## config.mk

```make
export PLATFORM = sky130hd
export DESIGN_NAME = host_word_loader
export DESIGN_NICKNAME = d
export VERILOG_FILES = /design/src/rtl/hangman_pkg.sv /design/src/rtl/char_validator.sv /design/src/rtl/host_word_loader.sv
export SDC_FILE = /design/constraint.sdc
export NUM_CORES = 1
export LEC_CHECK = 0
export ABC_AREA = 1
export CAP_MARGIN = 20
export CORE_ASPECT_RATIO = 1.5
export CORE_UTILIZATION = 44
export DETAILED_ROUTE_END_ITERATION = 12
export GPL_TIMING_DRIVEN = 0
export PLACE_DENSITY = 0.71
export SYNTH_ARGS = -nofsm -noshare
export SYNTH_HDL_FRONTEND = slang
export SYNTH_SLANG_ARGS = --single-unit
```

## constraint.sdc

```tcl
create_clock -name clk -period 2.7 [get_ports clk]
set_input_delay 0.54 -clock clk [delete_from_list [all_inputs] [get_ports clk]]
set_output_delay 0.54 -clock clk [all_outputs]
set_load 0.02 [all_outputs]
```

## src/rtl/hangman_pkg.sv

```systemverilog
// Shared types and constants for the hangman host-side word loader.
package hangman_pkg;

    typedef enum logic [1:0] {
        ENTRY,
        ARMED,
        LOCKED
    } loader_state_t;

    localparam int unsigned WORD_LEN = 5;
    localparam int unsigned CHAR_W   = 8;
    localparam logic [7:0]  ASCII_A  = 8'h41;
    localparam logic [7:0]  ASCII_Z  = 8'h5A;
    localparam logic [7:0]  CASE_BIT = 8'h20;

endpackage

```

## src/rtl/char_validator.sv

```systemverilog
// Combinational keypad character check; accepts 'A'..'Z'.
// With HOST_CASE_FOLD_EN defined, 'a'..'z' is also accepted and folded to uppercase.
module char_validator
    import hangman_pkg::*;
(
    input  logic [CHAR_W-1:0] ch,
    output logic              is_valid,
    output logic [CHAR_W-1:0] norm_char
);

    always_comb begin
        is_valid  = (ch >= ASCII_A) && (ch <= ASCII_Z);
        norm_char = ch;
`ifdef HOST_CASE_FOLD_EN
        if ((ch >= (ASCII_A | CASE_BIT)) && (ch <= (ASCII_Z | CASE_BIT))) begin
            is_valid  = 1'b1;
            norm_char = ch & ~CASE_BIT;
        end
`endif
    end

endmodule

```

## src/rtl/host_word_loader.sv

```systemverilog
// Collects the host's secret word letter by letter, then hands it to the game logic
// with a one-cycle start pulse and holds it locked. Optional feature: HOST_CASE_FOLD_EN.
module host_word_loader #(
    parameter int unsigned WORD_LEN = hangman_pkg::WORD_LEN,
    parameter int unsigned CHAR_W   = hangman_pkg::CHAR_W
) (
    input  logic                       clk,
    input  logic                       rst,
    input  logic                       key_valid,
    input  logic [CHAR_W-1:0]          key_data,
    input  logic                       key_del,
    input  logic                       key_enter,
    input  logic                       new_game,
    input  logic                       game_rdy,
    output logic [WORD_LEN*CHAR_W-1:0] setWord,
    output logic                       toggle_state,
    output logic [2:0]                 letter_cnt,
    output logic                       load_err,
    output logic                       locked
);

    import hangman_pkg::*;

    localparam int unsigned W    = WORD_LEN * CHAR_W;
    localparam logic [2:0]  FULL = 3'(WORD_LEN);

    loader_state_t     state;
    logic              char_ok;
    logic [CHAR_W-1:0] char_norm;

    char_validator u_char_validator (
        .ch        (key_data),
        .is_valid  (char_ok),
        .norm_char (char_norm)
    );

    always_ff @(posedge clk or posedge rst) begin
        if (rst) begin
            state        <= ENTRY;
            setWord      <= '0;
            letter_cnt   <= '0;
            toggle_state <= 1'b0;
            load_err     <= 1'b0;
            locked       <= 1'b0;
        end else begin
            toggle_state <= 1'b0;
            load_err     <= 1'b0;
            if (new_game) begin
                state      <= ENTRY;
                setWord    <= '0;
                letter_cnt <= '0;
                locked     <= 1'b0;
            end else begin
                case (state)
                    // Strobe priority: delete, then letter, then enter; losers are dropped.
                    ENTRY: begin
                        if (key_del) begin
                            if (letter_cnt != 3'd0) begin
                                setWord    <= {{CHAR_W{1'b0}}, setWord[W-1:CHAR_W]};
                                letter_cnt <= letter_cnt - 3'd1;
                            end else begin
                                load_err <= 1'b1;
                            end
                        end else if (key_valid) begin
                            if (char_ok && (letter_cnt < FULL)) begin
                                setWord    <= {setWord[W-CHAR_W-1:0], char_norm};
                                letter_cnt <= letter_cnt + 3'd1;
                            end else begin
                                load_err <= 1'b1;
                            end
                        end else if (key_enter) begin
                            if (letter_cnt == FULL) begin
                                state <= ARMED;
                            end else begin
                                load_err <= 1'b1;
                            end
                        end
                    end
                    // A delete after confirm reopens editing with the last letter removed.
                    ARMED: begin
                        if (key_del) begin
                            setWord    <= {{CHAR_W{1'b0}}, setWord[W-1:CHAR_W]};
                            letter_cnt <= FULL - 3'd1;
                            state      <= ENTRY;
                        end else if (game_rdy) begin
                            toggle_state <= 1'b1;
                            locked       <= 1'b1;
                            state        <= LOCKED;
                        end
                    end
                    LOCKED: begin
                    end
                    default: state <= ENTRY;
                endcase
            end
        end
    end

endmodule

```

# Word level (Yosys, flattened, before mapping)
# Cells that the tools add are included.
# Widths: inputs -> output; s select.
# totals
ff_bits	48
inputBits	15
out_inout_bits	46
elab_cells	73
# op_classes
n_addsub	2
n_lt_le_gt_ge	3
eq_ne	14
mux	38
n_reduce_logical	10
# op_table
op	count
$mux 40	6
$pmux 40 s2	1
$mux 3	6
$mux 1	16
$ne 4x4->1 const B	4
$ne 3x3->1 const B	5
$mux 2	7
$ge 8x7->1 const B	1
$le 8x7->1 const B	1
$pmux 2 s3	1
$pmux 3 s2	1
$reduce_and 6->1	1
$reduce_bool 3->1	2
$reduce_and 5->1	1
$reduce_bool 2->1	2
$add 3x1->3 const B	1
$eq 3x3->1 const B	1
$lt 3x3->1 const B	1
$reduce_and 3->1	1
$sub 3x1->3 const B	1
$eq 2x1->1 const B	1
$eq 2x2->1 const B	1
$logic_and 1x1->1	2
$logic_not 2->1	1
other kinds (2)	2

# Logic depth before layout (Yosys ltp)
# logic_depth
ltp_word	8
mapped_depth	10
mapped_depth_nobuf	9

# Hierarchy
# Synthesis repeated with hierarchy kept, for this count alone.
# unflattened
hier_cells	389
area_unflattened_um2	2887.8
# modules_own_cells
mod	instances	cells_per_inst	area_per_inst_um2
host_word_loader	1	363	2757.6
char_validator	1	26	130.1

# Worst setup path after synthesis
# OpenSTA, ideal clock, no wires.
# synth_timing
kind	input to register
startpoint	in key_del
endpoint	reg letter_cnt[2]
t_arrival_ps	1377
slack_ps	1205
cell_stages	9
path_cell_list	fa_1 -> inv_1 -> nand2_1 -> nand2_1 -> nand2_1 -> nand2_1 -> a21oi_1 -> nand3_1 -> nand2_1
# synth_between
elab_chain_len	3
word_cells_on_any_way	8
classes_between	4 x eq/ne; 3 x mux; 1 x reduce/logical
# synth_lines
element	line_no	rtl
from (decl)	host_word_loader.sv:11	input logic key_del,
$mux 3	host_word_loader.sv:57	if (key_del) begin
$pmux 3 s2	host_word_loader.sv:54	case (state)
$mux 3	host_word_loader.sv:48	if (new_game) begin
to (signal assigned)	host_word_loader.sv:60	letter_cnt <= letter_cnt - 3'd1;
to (signal assigned)	host_word_loader.sv:67	letter_cnt <= letter_cnt + 3'd1;
to (signal assigned)	host_word_loader.sv:83	letter_cnt <= FULL - 3'd1;
to (decl)	host_word_loader.sv:17	output logic [2:0] letter_cnt,
# Parallel ways exist; a longest one is shown, timed or not.
# A chain may end at the register's enable or synchronous reset.

# Worst setup path after layout
# layout_timing
startpoint	in key_del
endpoint	reg setWord[21]
# layout_between
elab_chain_len	3
word_cells_on_any_way	8
classes_between	4 x eq/ne; 3 x mux; 1 x reduce/logical
# layout_lines
element	line_no	rtl
$mux 40	host_word_loader.sv:57	
$pmux 40 s2	host_word_loader.sv:54	
$mux 40	host_word_loader.sv:48	
to (signal assigned)	host_word_loader.sv:59	setWord <= {{CHAR_W{1'b0}}, setWord[W-1:CHAR_W]};
to (signal assigned)	host_word_loader.sv:66	setWord <= {setWord[W-CHAR_W-1:0], char_norm};
to (signal assigned)	host_word_loader.sv:82	setWord <= {{CHAR_W{1'b0}}, setWord[W-1:CHAR_W]};
to (decl)	host_word_loader.sv:15	output logic [WORD_LEN*CHAR_W-1:0] setWord,
# Parallel ways exist; a longest one is shown, timed or not.

==> metrics.md <==
| Metric | Value |
|---|---|
| CTS Hold Bufs | 0 |
| Syn Area/Cell | 7.35 sq um |
| CTS buffer count | 5 |
| CTS max path bufs | 2 |
| DR iter-0 viols | 191 |
| Max IR drop VDD | 0.000405 V |
| Worst Skew | 0.0139 ns |
| Final #Nets | 456 |
| Final Hold Vio Count | 0 |
| DIE AREA | 6540 sq um |
| Sum Neg Setup Slack | 0 ns |
| Largest net degree at the start of global routing | 28 |
| Clock share of power | 0.178 |
| Tmin final | 2.06 ns |
| Fmax achieved | 486 MHz |
| Worst-Skew Late Latency | 0.30 ns |
| CP endpoint kind | register |
| Drt pass-1 iters | 5 |
| Most area-consuming cells after synthesis | dfrtp_1 (44%), nand2_1 (22%), nand3b_1 (8.8%) |
| Sequential fraction of design power | 0.403 |
| Core Rows | 34 |
| Avg Vias per Cell | 5.27 |
| P_int | 1.53 mW |
| Cells after Synth | 372 |
| Top-area cell type share of the netlist area | 0.439 |
| First-pass GRT wire length | 12.5 mm |
| Commonest non-fill, non-tap cell in the layout | nand2_1 |
| Core area | 5910 sq um |
| Sw power | 0.998 mW |
| Outcome | complete, no violations |
| DP Cell Count | 505 |
| Worst hold path class | reg2reg |
| Post-synth EDFFs | 0 |
| Crit path required time | 2.94 ns |
| Crit path kind | in2reg |
| Ys Warns | 0 |
| Max-Cap Viols | 0 |
| HPWL after DPL | 5.54 mm |
| Register-to-Register Path Depth | 8 |
| Routed wire per std cell | 14.5 um |
| CP Launch Type | input port |
| Pwr per Cell Area | 715 nW/um^2 |
| Slew of the pin with the lowest slew margin | 0.482 ns |
| Layout area overhead | 29.4% |
| Die Wd | 66.4 um |
| Worst Path Max Fanout | 10 |
| Initial core utilization | 0.462 |
| RSZ-0062 raised after global routing | no |
| Combinational share of power | 0.419 |
| Post-synth ARST share | 1.00 |
| Net Count, Synth | 388 |
| Hold Path Depth | 2 |
| Number of synthesized register bits | 48 |
| Clock sink count | 48 |
| Buffers on Ports | 60 |
| Post-route DRC | 0 |
| Gr ovfl total | 0 |
| Gpl congestion | 0.861 |
| Yosys top cell by area | dfrtp_1 |
| CTS resizes | 0 |
| ANT nets after route | 0 |
| Fin cells | 513 |
| Sw Share | 0.394 |
| Global Route Usage Sum | 0.247 |
| Slew Limit Fails | 0 |
| Crit path arrival time | 2.30 ns |
| WL final | 7.43 mm |
| Relative slew slack | 0.679 |
| Post-synthesis sequential area ratio | 0.439 |
| Lkg Pwr | 1.77 nW |
| Initial antenna violation count | 0 |
| Period utilization | 0.762 |
| Most used DFF post-synth | dfrtp_1 |
| Clock transition at path regs | 0.08 ns |
| Vias | 2704 |
| Share of cells above drive strength 1 | 0.0794 |
| Most frequent cells in the layout | nand2_1 (158), clkdlybuf4s50_1 (60), dfrtp_1 (48), o21ai_0 (40), nand3b_1 (32) |
| ANT cells | 0 |
| Synthesized cell area | 2730 sq um |
| Die height | 98.5 um |
| Synth unique cells | 26 |
| H-tree Lvls | 2 |
| Final setup viols | 0 |
| CTS root buffer | clkbuf_8 |
| Number of global-route vias before repair | 2553 |
| Post-CTS Repair Setup Buffers | 0 |
| CTS tree | done |
| I/O pin cnt | 61 |
-- kinds of logic (layout without fill, tap and decap cells) --
logic type / Yosys count / in the layout / share of synthesized area
simple gates: 233 / 233 / 0.384
compound gates: 48 / 48 / 0.0925
flops: 48 / 48 / 0.439
buf+inv: 42 / 111 / 0.0764
fa+ha+maj: 1 / 1 / 0.00732
-- per-stage QoR --
| step | utilization | hold WS [ns] | setup WS, ns | power, mW | area [sq um] |
|---|---|---|---|---|---|
| 3_3_place_gp | 0.579 | 0.469 | 0.0709 | 2.07 | 3420 |
| 6_report | 0.598 | 0.489 | 0.643 | 2.53 | 3540 |
| 5_1_grt | 0.598 | 0.527 | 0.595 | 2.69 | 3540 |
| 2_1_floorplan | - | 0.533 | 1.02 | 1.62 | 2730 |
| 3_5_place_dp | 0.583 | 0.472 | 0.400 | 2.10 | 3440 |
| 4_1_cts | 0.598 | 0.498 | 0.704 | 2.55 | 3540 |
-- metal layers --
metal,up-vias,track usage,routed length (um)
met1,1293,0.307,3140
met2,79,0.427,3840
met5,-,0,0
met3,10,0.0324,280
met4,0,0.0884,174
li1,1322,-,-
-- worst max-delay path: stages --
cell and delay [ns]:
clkdlybuf4s50_1 0.56, nor2_1 0.26, nand2_1 0.15, clkbuf_2 0.21, o21ai_0 0.20, o21ai_0 0.14
nand3b_1 0.17, nand2_1 0.07
-- final cells by class --
cell class	instances	area [sq um]
Fill cell	578	2370
Sequential cell	48	1200
Buffer	22	134
Clock inverter	1	7.51
Multi-Input combinational cell	282	1320
Timing Repair Buffer	61	621
Clock buffer	7	86.3
Tap cell	72	90.1
Inverter	20	75.1
-- flip-flops by register name, summed over array words and instances, names as in the netlist --
register,flops
state,2
setWord,40
load_err,1
letter_cnt,3
locked,1
toggle_state,1
-- power groups by stage --
stage | logic (mW) | registers [mW] | clock network, mW
after detailed placement | 1.06 | 1.03 | 0
after floorplan | 0.457 | 1.16 | 0
after CTS | 1.07 | 1.02 | 0.461
final | 1.06 | 1.02 | 0.450
after global routing | 1.16 | 1.04 | 0.494
after global placement | 1.04 | 1.03 | 0
-- cell usage after synthesis, types with 3 or more instances --
master / instances
nand2_1: 158
dfrtp_1: 48
o21ai_0: 40
nand3b_1: 32
nor2_1: 20
inv_1: 17
nand3_1: 15
buf_2: 10
clkbuf_1: 5
buf_6: 4
inv_2: 3
-- final timing paths --
check,startpoint,end,slack (ns)
setup / recovery,key_del,setWord[21],0.64
hold / removal,locked,locked,0.49
setup reg to reg,letter_cnt[0],letter_cnt[0],1.01
hold reg to reg,locked,locked,0.49
max in group asynchronous,rst,setWord[8],1.62
min in group asynchronous,rst,setWord[29],0.56
Power figures use the tool's default switching activity.
